**config.mk**
```make
export PLATFORM = sky130hd
export DESIGN_NAME = icache_direct_mapped
export DESIGN_NICKNAME = d
export VERILOG_FILES = /design/src/rtl/icache_direct_mapped.sv
export SDC_FILE = /design/constraint.sdc
export NUM_CORES = 1
export LEC_CHECK = 0
export CAP_MARGIN = 20
export CORE_ASPECT_RATIO = 1.25
export CORE_UTILIZATION = 50
export CTS_BUF_LIST = sky130_fd_sc_hd__clkbuf_2
export DETAILED_ROUTE_END_ITERATION = 7
export PLACE_DENSITY = 0.73
export SLEW_MARGIN = 20
export SYNTH_ARGS = -nofsm -noshare
export SYNTH_HDL_FRONTEND = slang
export SYNTH_SLANG_ARGS = --single-unit
```
**constraint.sdc**
```tcl
create_clock -name clk -period 21.6 [get_ports clk]
set_input_delay 3.24 -clock clk [delete_from_list [all_inputs] [get_ports clk]]
set_output_delay 3.24 -clock clk [all_outputs]
set_load 0.005 [all_outputs]
```
**src/rtl/icache_direct_mapped.sv**
```systemverilog
// icache_direct_mapped: read-only direct-mapped instruction cache with same-cycle hits and 128-bit line fill on miss
module icache_direct_mapped #(
  parameter int NUM_SETS = 8
) (
  input  logic         clk,
  input  logic         rst_n,
  input  logic [15:0]  mem_address,
  input  logic         mem_read,
  input  logic [1:0]   mem_byte_enable,
  output logic [15:0]  mem_rdata,
  output logic         mem_resp,
  output logic [15:0]  pmem_address,
  output logic         pmem_read,
  input  logic [127:0] pmem_rdata,
  input  logic         pmem_resp
);
  localparam int IDX_W = $clog2(NUM_SETS);
  localparam int TAG_W = 12 - IDX_W;
  typedef enum logic {IDLE, FETCH} state_t;
  state_t state, state_nxt;
  logic [NUM_SETS-1:0] valid;
  logic [TAG_W-1:0] tags [NUM_SETS];
  logic [127:0] lines [NUM_SETS];
  logic [TAG_W-1:0] req_tag, fetch_tag;
  logic [IDX_W-1:0] req_idx, fetch_idx;
  logic [2:0] req_word;
  logic hit, miss, fill, unused_ok;
  assign req_idx = mem_address[4 +: IDX_W];
  assign req_tag = mem_address[15 -: TAG_W];
  assign req_word = mem_address[3:1];
  assign unused_ok = ^{mem_byte_enable, mem_address[0]};
  assign hit = state == IDLE && mem_read && valid[req_idx] && tags[req_idx] == req_tag;
  assign miss = state == IDLE && mem_read && !hit;
  assign fill = state == FETCH && pmem_resp;
  // next state and all outputs; responses are zeroed when not asserted
  always_comb begin
    state_nxt = fill ? IDLE : miss ? FETCH : state;
    mem_resp = hit;
    mem_rdata = hit ? lines[req_idx][{req_word, 4'b0000} +: 16] : 16'h0000;
    pmem_read = state == FETCH;
    pmem_address = pmem_read ? {fetch_tag, fetch_idx, 4'b0000} : 16'h0000;
  end
  // state, valid bits and latched miss address; reset mid-fetch drops pmem_read at once
  always_ff @(posedge clk or negedge rst_n) begin
    if (!rst_n) begin
      state <= IDLE;
      valid <= '0;
      fetch_tag <= '0;
      fetch_idx <= '0;
    end else begin
      state <= state_nxt;
      if (miss) begin
        fetch_tag <= req_tag;
        fetch_idx <= req_idx;
      end
      if (fill) valid[fetch_idx] <= 1'b1;
    end
  end
  // tag and line storage carry no reset; validity alone gates their use
  always_ff @(posedge clk) begin
    if (fill) begin
      tags[fetch_idx] <= fetch_tag;
      lines[fetch_idx] <= pmem_rdata;
    end
  end
endmodule
```
After elaboration in Yosys (flattened, before gate mapping)

Memories as Yosys holds them, arrays and structs flattened.
Cells that the tools add are included.

Register bits after elaboration: 21
Latch bits: 0
Memory bits (writable): 1,096
Bits in read-only memories: 0
Bits of input ports: 150
Output and inout port bits: 34
Word-level logic and storage cells: 31
Memories: 2

Add/subtract/negate cells: 0
Multipliers: 0
Div/mod/pow operators: 0
Order comparisons: 3
Equality and inequality tests: 1
Shifts and indexed selects: 1
Multiplexer cells: 10
Bitwise gates (word level): 2
Reduce and logical (&&, ||, !) cells: 8

Memories:

| memory | words | width | rd ports | clocked after Yosys merged registers in | write ports | RTL line | RTL |
|---|---|---|---|---|---|---|---|
| lines  | 8     | 128   | 1        | 0                                       | 1           | 23       | `logic [127:0] lines [NUM_SETS];` |
| tags   | 8     | 9     | 1        | 0                                       | 1           | 22       | `logic [TAG_W-1:0] tags [NUM_SETS];` |

Operators with widths:

| cell                                                                          | number |
|---|---|
| 128-bit by 8-bit indexed part select with 16-bit output                       | 1 |
| 16-bit 2-to-1 mux                                                             | 2 |
| 9-bit == test                                                                 | 1 |
| 3-bit by 4-bit less-than comparator with 1-bit output (second input constant) | 2 |
| 8-bit bitwise OR                                                              | 1 |
| 1-bit logical AND                                                             | 6 |
| 1-bit 2-to-1 mux                                                              | 6 |
| 1-bit binary-select mux with 3-bit select                                     | 1 |
| 1-bit demux with 3-bit select                                                 | 1 |
| 3-bit by 1-bit >= comparator with 1-bit output (second input constant)        | 1 |
| 2-bit nonzero test                                                            | 1 |
| 1-bit zero test                                                               | 1 |
| 1-bit NOT                                                                     | 1 |

Longest topological paths before layout

Gate-level depths: netlist of run 1.

Word-level depth: 8
Mapped depth: 12
Mapped depth without buffers: 7

Worst setup path before layout of run 1

Ideal clock, no wire load.

Path kind: input to register
From: input pmem_resp
To: register valid[0]
Setup time: 124 ps
Arrival: 13,526 ps
Required time: 21,476 ps
Path slack: 7,950 ps
Stages: 3
Buffers on the path: 0
Cell sequence: nand3b_1 > nor3_1 > or2_2

Word-level cells in the longest chain between the ends: 1

Ends and longest elaborated chain:

| element                         | RTL line | RTL |
|---|---|---|
| from (decl)                     | 15       | `input logic pmem_resp` |
| 1-bit logical AND               | 34       | `assign fill = state == FETCH && pmem_resp;` |
| to (signal assigned)            | 47       | `valid <= '0;` |
| to (signal, indexed assignment) | 56       | `if (fill) valid[fetch_idx] <= 1'b1;` |
| to (decl)                       | 21       | `logic [NUM_SETS-1:0] valid;` |

Every way passes these cells.
A chain may end at the register's enable or synchronous reset.

Worst setup path after layout of run 1

From: input mem_address[4]
To: output mem_rdata[7]

Word-level cells in the longest chain between the ends: 5
Elaborated cells on any way between the ends: 9
Classes of those cells: eq/ne: 1; shift: 1; mux: 3; reduce/logical: 2; memory: 2

Ends and longest elaborated chain:

| element                                                         | RTL line | RTL |
|---|---|---|
| from (decl)                                                     | 7        | `input logic [15:0] mem_address,` |
| branches (longest 4 deep; another with memory read 8 x 128 bit) | -        |  |
| 16-bit 2-to-1 mux (*)                                           | 39       | `mem_rdata = hit ? lines[req_idx][{req_word, 4'b0000} +: 16] : 16'h0000;` |
| to (decl)                                                       | 10       | `output logic [15:0] mem_rdata,` |

Mark *: on every way between the ends. The select of a mux whose other input is x is not followed.

==> reports/metrics.cfg, run 1 <==
[status]
status=finished clean

[global_route]
grt_max_degree=134
grt-ovfl-total=0
antenna_found_initial=23
grt_pass1_wl_um=133000
track_usage=0.214
grt_pass1_vias=21300

[floorplanning]
die_h_um=329
die-area_um2=86600
core_area_um2=84400
core.rowCount=119
io_pins=184
die_x_um=263
initial_utilization=0.506

[flow_run]
drv_cap=0

[sta]
finClkSkew_ns=0.100
fin_crit_ns=11.33
period_share=0.524
maxSlewViolCount=0
rsz0062_at_grt=false
final-hold-violation-count=0
slew_headroom=0.285
worstMarginPinSlew_ns=1.07
tns_ns=0
max_freq_mhz=88.3
finalSetupViolCount=0

[pwr]
ir_worst_vdd_mv=0.0499
power_density_nw_per_um2=85.7
finalPower_mw=4.11
leakage_nw=15.3

[worst_setup_path]
cpMaxStageDelayCell=buf_4
r2r_end=fetch_tag[7]$_DFFE_PN0P_
cp-end-kind=primary output
worstPathRequired_ns=18.36
critPathCapture=mem_rdata[7]
crit_type=input pin to primary output
r2r_setup_slack_ns=18.20
crit_arrival_ns=8.09
r2r_cells=7
crit_start=mem_address[4]
path_cells=buf_8 > buf_4 > buf_4 > mux4_2 > mux4_2 > mux4_2 > nor2b_1 > clkdlybuf4s50_1
crit_path_frequent_cell=mux4_2
startpoint_type=input pin
crit_path_max_fanout=85
r2r_start=tags[1][7]$_DFFE_PP_
critPathMaxStageDelay_ns=0.86

[clock_network]
cts.repair.resized=0
clk_pin_slew_ns=0.11
post_cts_buffers=0
htree_levels=5
clock_sinks=1117
cts-root-buf=clkbuf_2
cts_tree=yes
numCtsBuffers=276
worstSkewPairLatency_ns=1.41
cts_hold_buffers=0
max-clock-path-buffers=4

[placement]
port_buffers=176
dp_hpwl_um=49100
gp_congestion=0.714

[synthesis]
yosys_warnings=0
synth-compound-area-share=0.00138
synth.largest_area_cell=edfxtp_1
yosysTopAreaCellShare=0.771
synth_seq_cells=1117
ys_types=37
synth_top_family_by_area=multiplexers
synthMuxAreaShare=0.192
yosys.area_share.adder=0
synth_area_per_cell_um2=25.5
synth-seq-area-share=0.783
synthXorXnorAreaFrac=0.00123
yosys.area_share.simple=0.00970
synthTopCellsByArea=edfxtp_1, mux4_2, dfrtp_1, buf_2, mux2i_1
syn_inst=1676
syn_area_um2=42700

[detailed_routing]
vias=19400
routed_wl_um=89500
via_per_inst=5.81
dr.pass1.iters=5
route.detailed.drc=0
drtAntennaViolNets=0
wl_per_cell_um=26.8
drtIter0Drc=1570

[cells_and_area]
drive_gt1_frac=0.360
synthToLayoutAreaGrowth_pct=12.3
nFillCells=6061
layout.nets=2213
final_cell_mix=edfxtp_1, clkbuf_2, mux4_2, clkdlybuf4s50_1, clkinv_1
final_common_cell=edfxtp_1

[worst_hold_path]
hold_path.class=flop to flop

## sequential cells by signal, summed over array words and instances, names as in the netlist
register and flops:
valid 8, tags 72, fetch_tag 9, pmem_read 1
lines 1024, fetch_idx 3
## cells by family (layout without fill, tap and decap cells)
group / count (synthesis) / count (layout)
simple gates: 69 / 69
mux: 381 / 381
other cells: 1 / 16
buf+inv: 94 / 652
xor+xnor: 6 / 6
compound gates: 8 / 8
flops: 1117 / 1117
## worst min-delay path by stage
stage,to,slack [ns],cells past startpoint,startpoint
CTS,valid[1]$_DFFE_PN0P_,0.47,1,valid[1]$_DFFE_PN0P_
detailed placement,valid[6]$_DFFE_PN0P_,0.45,1,valid[6]$_DFFE_PN0P_
finish,valid[6]$_DFFE_PN0P_,0.48,1,valid[6]$_DFFE_PN0P_
global route,valid[2]$_DFFE_PN0P_,0.50,1,valid[2]$_DFFE_PN0P_
floorplan,valid[2]$_DFFE_PN0P_,0.43,1,valid[2]$_DFFE_PN0P_
global placement,valid[7]$_DFFE_PN0P_,0.45,1,valid[7]$_DFFE_PN0P_
## stage by stage
stage	hold slack [ns]	setup slack [ns]	area (um^2)	util	instances
3_3_place_gp	0.446	10.15	45600	0.541	2874
5_1_grt	0.498	9.83	47900	0.568	3334
6_report	0.476	10.27	47900	0.568	3338
2_1_floorplan	0.434	7.95	42700	-	1679
3_5_place_dp	0.451	10.10	45600	0.541	2874
4_1_cts	0.473	10.10	47900	0.568	3326
## critical path: cells and delay by family
kind / cells / cell delay, ns
buffers and inverters: 4 / 2.81
multiplexers: 3 / 1.67
AND/OR/NAND/NOR: 1 / 0.19
## synth_stat cells
master and number:
nand4_2 1, nand2b_1 2, nand4_1 1, or2_2 8, a2bb2oi_1 1, o21a_1 1, inv_1 4, nand3_1 1
mux2_2 5, mux2i_1 17, conb_1 1, o21ai_0 1, a22o_1 1, nor4b_1 1, clkbuf_1 19, buf_1 13
a31oi_1 2, edfxtp_1 1096, mux4_2 350, and4_1 1, o2bb2ai_1 1, and2_1 12, nand3b_1 3, a22oi_1 1
nor4_1 1, buf_6 7, dfrtp_1 21, nand2_1 6, xnor2_1 6, buf_2 34, mux2_1 9, buf_4 17
nor2b_1 18, nor4_2 1, nor3_1 3, nor2_1 9, nand3_2 1
## metal layers
| metal | GRT usage | part of all wire |
|---|---|---|
| met1 | 0.262 | 0.38 |
| met5 | 0.00331 | 0.0024 |
| met2 | 0.353 | 0.51 |
| met4 | 0.0801 | 0.025 |
| met3 | 0.0761 | 0.082 |
## layout make-up
class | count | area [um^2] | share of cell area
sequential | 1117 | 33400 | 0.697
multi-input combinational | 468 | 8810 | 0.184
timing repair buffer | 196 | 2020 | 0.0420
clock buffer | 393 | 1970 | 0.0410
tap | 1089 | 1360 | 0.0284
clock inverter | 59 | 307 | 0.00639
antenna | 12 | 30.0 | 0.000626
inverter | 4 | 15.0 | 0.000313
## power breakdown
group | switching [mW] | internal (mW) | leakage [nW] | total (mW)
registers | 0.0300 | 2.48 | 10.1 | 2.51
clock network | 0.766 | 0.518 | 1.79 | 1.28
logic | 0.170 | 0.146 | 3.41 | 0.317
(Power assumes the default switching activity.)
==> inputs of run 2 (changes only) <==
clock period = 10.8 ns   (was 21.6 ns; I/O delays follow)
==> reports/metrics.cfg, run 2 (synthesis gave the netlist of run 1 again) <==
[floorplanning]
io_pins=184
core.rowCount=119
die_h_um=329
die-area_um2=86600
initial_utilization=0.506
die_x_um=263
core_area_um2=84400

[global_route]
grt-ovfl-total=0
grt_pass1_wl_um=133000
antenna_found_initial=21
track_usage=0.214
grt_pass1_vias=20900
grt_max_degree=164

[pwr]
leakage_nw=15.2
power_density_nw_per_um2=170
ir_worst_vdd_mv=0.113

[detailed_routing]
drtIter0Drc=1466
routed_wl_um=90000
vias=19300
wl_per_cell_um=27.3
via_per_inst=5.85
drtAntennaViolNets=0
dr.pass1.iters=6
route.detailed.drc=0

[worst_setup_path]
crit_type=input pin to primary output
crit_start=mem_address[4]
cp-end-kind=primary output
r2r_setup_slack_ns=7.33
r2r_end=lines[5][15]$_DFFE_PP_
critPathCapture=mem_rdata[8]
worstPathRequired_ns=9.18
startpoint_type=input pin
crit_path_max_fanout=80
r2r_start=pmem_read$_DFFE_PN0P_
r2r_cells=5
crit_arrival_ns=5.93

[clock_network]
post_cts_buffers=0
clock_sinks=1117
worstSkewPairLatency_ns=1.45
numCtsBuffers=238
htree_levels=4
clk_pin_slew_ns=0.11
cts_tree=yes
cts_hold_buffers=0
cts.repair.resized=0
cts-root-buf=clkbuf_2
max-clock-path-buffers=3

[placement]
postPlaceCellArea_um2=45700
dp_hpwl_um=50100
port_buffers=176
gp_congestion=0.748

[cells_and_area]
largest-register=lines
largest_reg_flops=1024
final_common_cell=edfxtp_1
drive_gt1_frac=0.352
layout.nets=2183
finish.utilization=0.566
synthToLayoutAreaGrowth_pct=12.0
final_cell_mix=edfxtp_1, mux4_2, clkbuf_2, clkdlybuf4s50_1, clkinv_1
reg_top3=lines: 1024 flops, tags: 72 flops, fetch_tag: 9 flops
final_cell_area_um2=47800

[sta]
rsz0062_at_grt=false
tns_ns=0
holdWs_ns=0.123
slew_headroom=0.271
worstMarginPinSlew_ns=1.09
final-hold-violation-count=0
maxSlewViolCount=0
finClkSkew_ns=0.0565
max_freq_mhz=132
period_share=0.699
finalSetupViolCount=0
fin_crit_ns=7.55

[worst_hold_path]
hold_path.class=input pin to asynchronous set/reset pin

[flow_run]
drv_cap=0

[status]
status=finished clean

-- run 2: cell count changes in the layout (fill, tap and decap cells not counted), sizes merged --
cell	delta
diode	-7
clkbuf	-46
inv	+2
buf	+8
clkinv	+3
-- run 2: critical path, cell delays in order --
cell and delay, ns:
buf_8 0.48, buf_12 0.55, mux4_2 0.58, mux2i_1 0.22, xnor2_1 0.13, nor4_2 0.19, nand4_2 0.68, nor2b_1 0.62
clkdlybuf4s50_1 0.61
-- run 2: power breakdown --
part	internal (mW)	switching, mW	leakage, nW
clock network	0.945	1.53	1.63
logic	0.294	0.348	3.46
registers	4.95	0.0615	10.1
total	6.19	1.94	15.2
-- run 2: layout make-up --
class | count | area [um^2]
fillers | 6039 | 36600
clock inverters | 64 | 392
repair buffers | 204 | 2040
inverters | 4 | 15.0
clock buffers | 347 | 1740
multi-input cells | 468 | 8820
flip-flops and latches | 1117 | 33400
diodes | 5 | 12.5
well taps | 1089 | 1360
-- run 2: per-stage QoR --
stage / worst slack (ns) / std cells / power (mW)
floorplan: 2.57 / 1679 / 5.49
global route: 2.96 / 3298 / 8.47
CTS: 3.16 / 3293 / 8.24
detailed placement: 3.18 / 2882 / 5.77
global placement: 3.20 / 2882 / 5.74
finish: 3.25 / 3298 / 8.14
-- run 2: worst min path at each step --
stage                                     from                       end  slack (ns)  cells past startpoint
after floorplan           valid[2]$_DFFE_PN0P_      valid[2]$_DFFE_PN0P_        0.43                      1
after global placement    valid[6]$_DFFE_PN0P_      valid[6]$_DFFE_PN0P_        0.45                      1
after detailed placement  valid[4]$_DFFE_PN0P_      valid[4]$_DFFE_PN0P_        0.45                      1
after CTS                 valid[2]$_DFFE_PN0P_      valid[2]$_DFFE_PN0P_        0.48                      1
after global routing                     rst_n  fetch_tag[4]$_DFFE_PN0P_       0.009                      1
final                                    rst_n  fetch_tag[4]$_DFFE_PN0P_        0.12                      1
-- run 2: metal layers --
layer	up-vias	wire, um	GRT usage
met1	10300	34600	0.269
li1	8159	-	-
met2	719	46600	0.359
met3	133	6710	0.0610
met5	-	176	0
met4	26	1960	0.0751
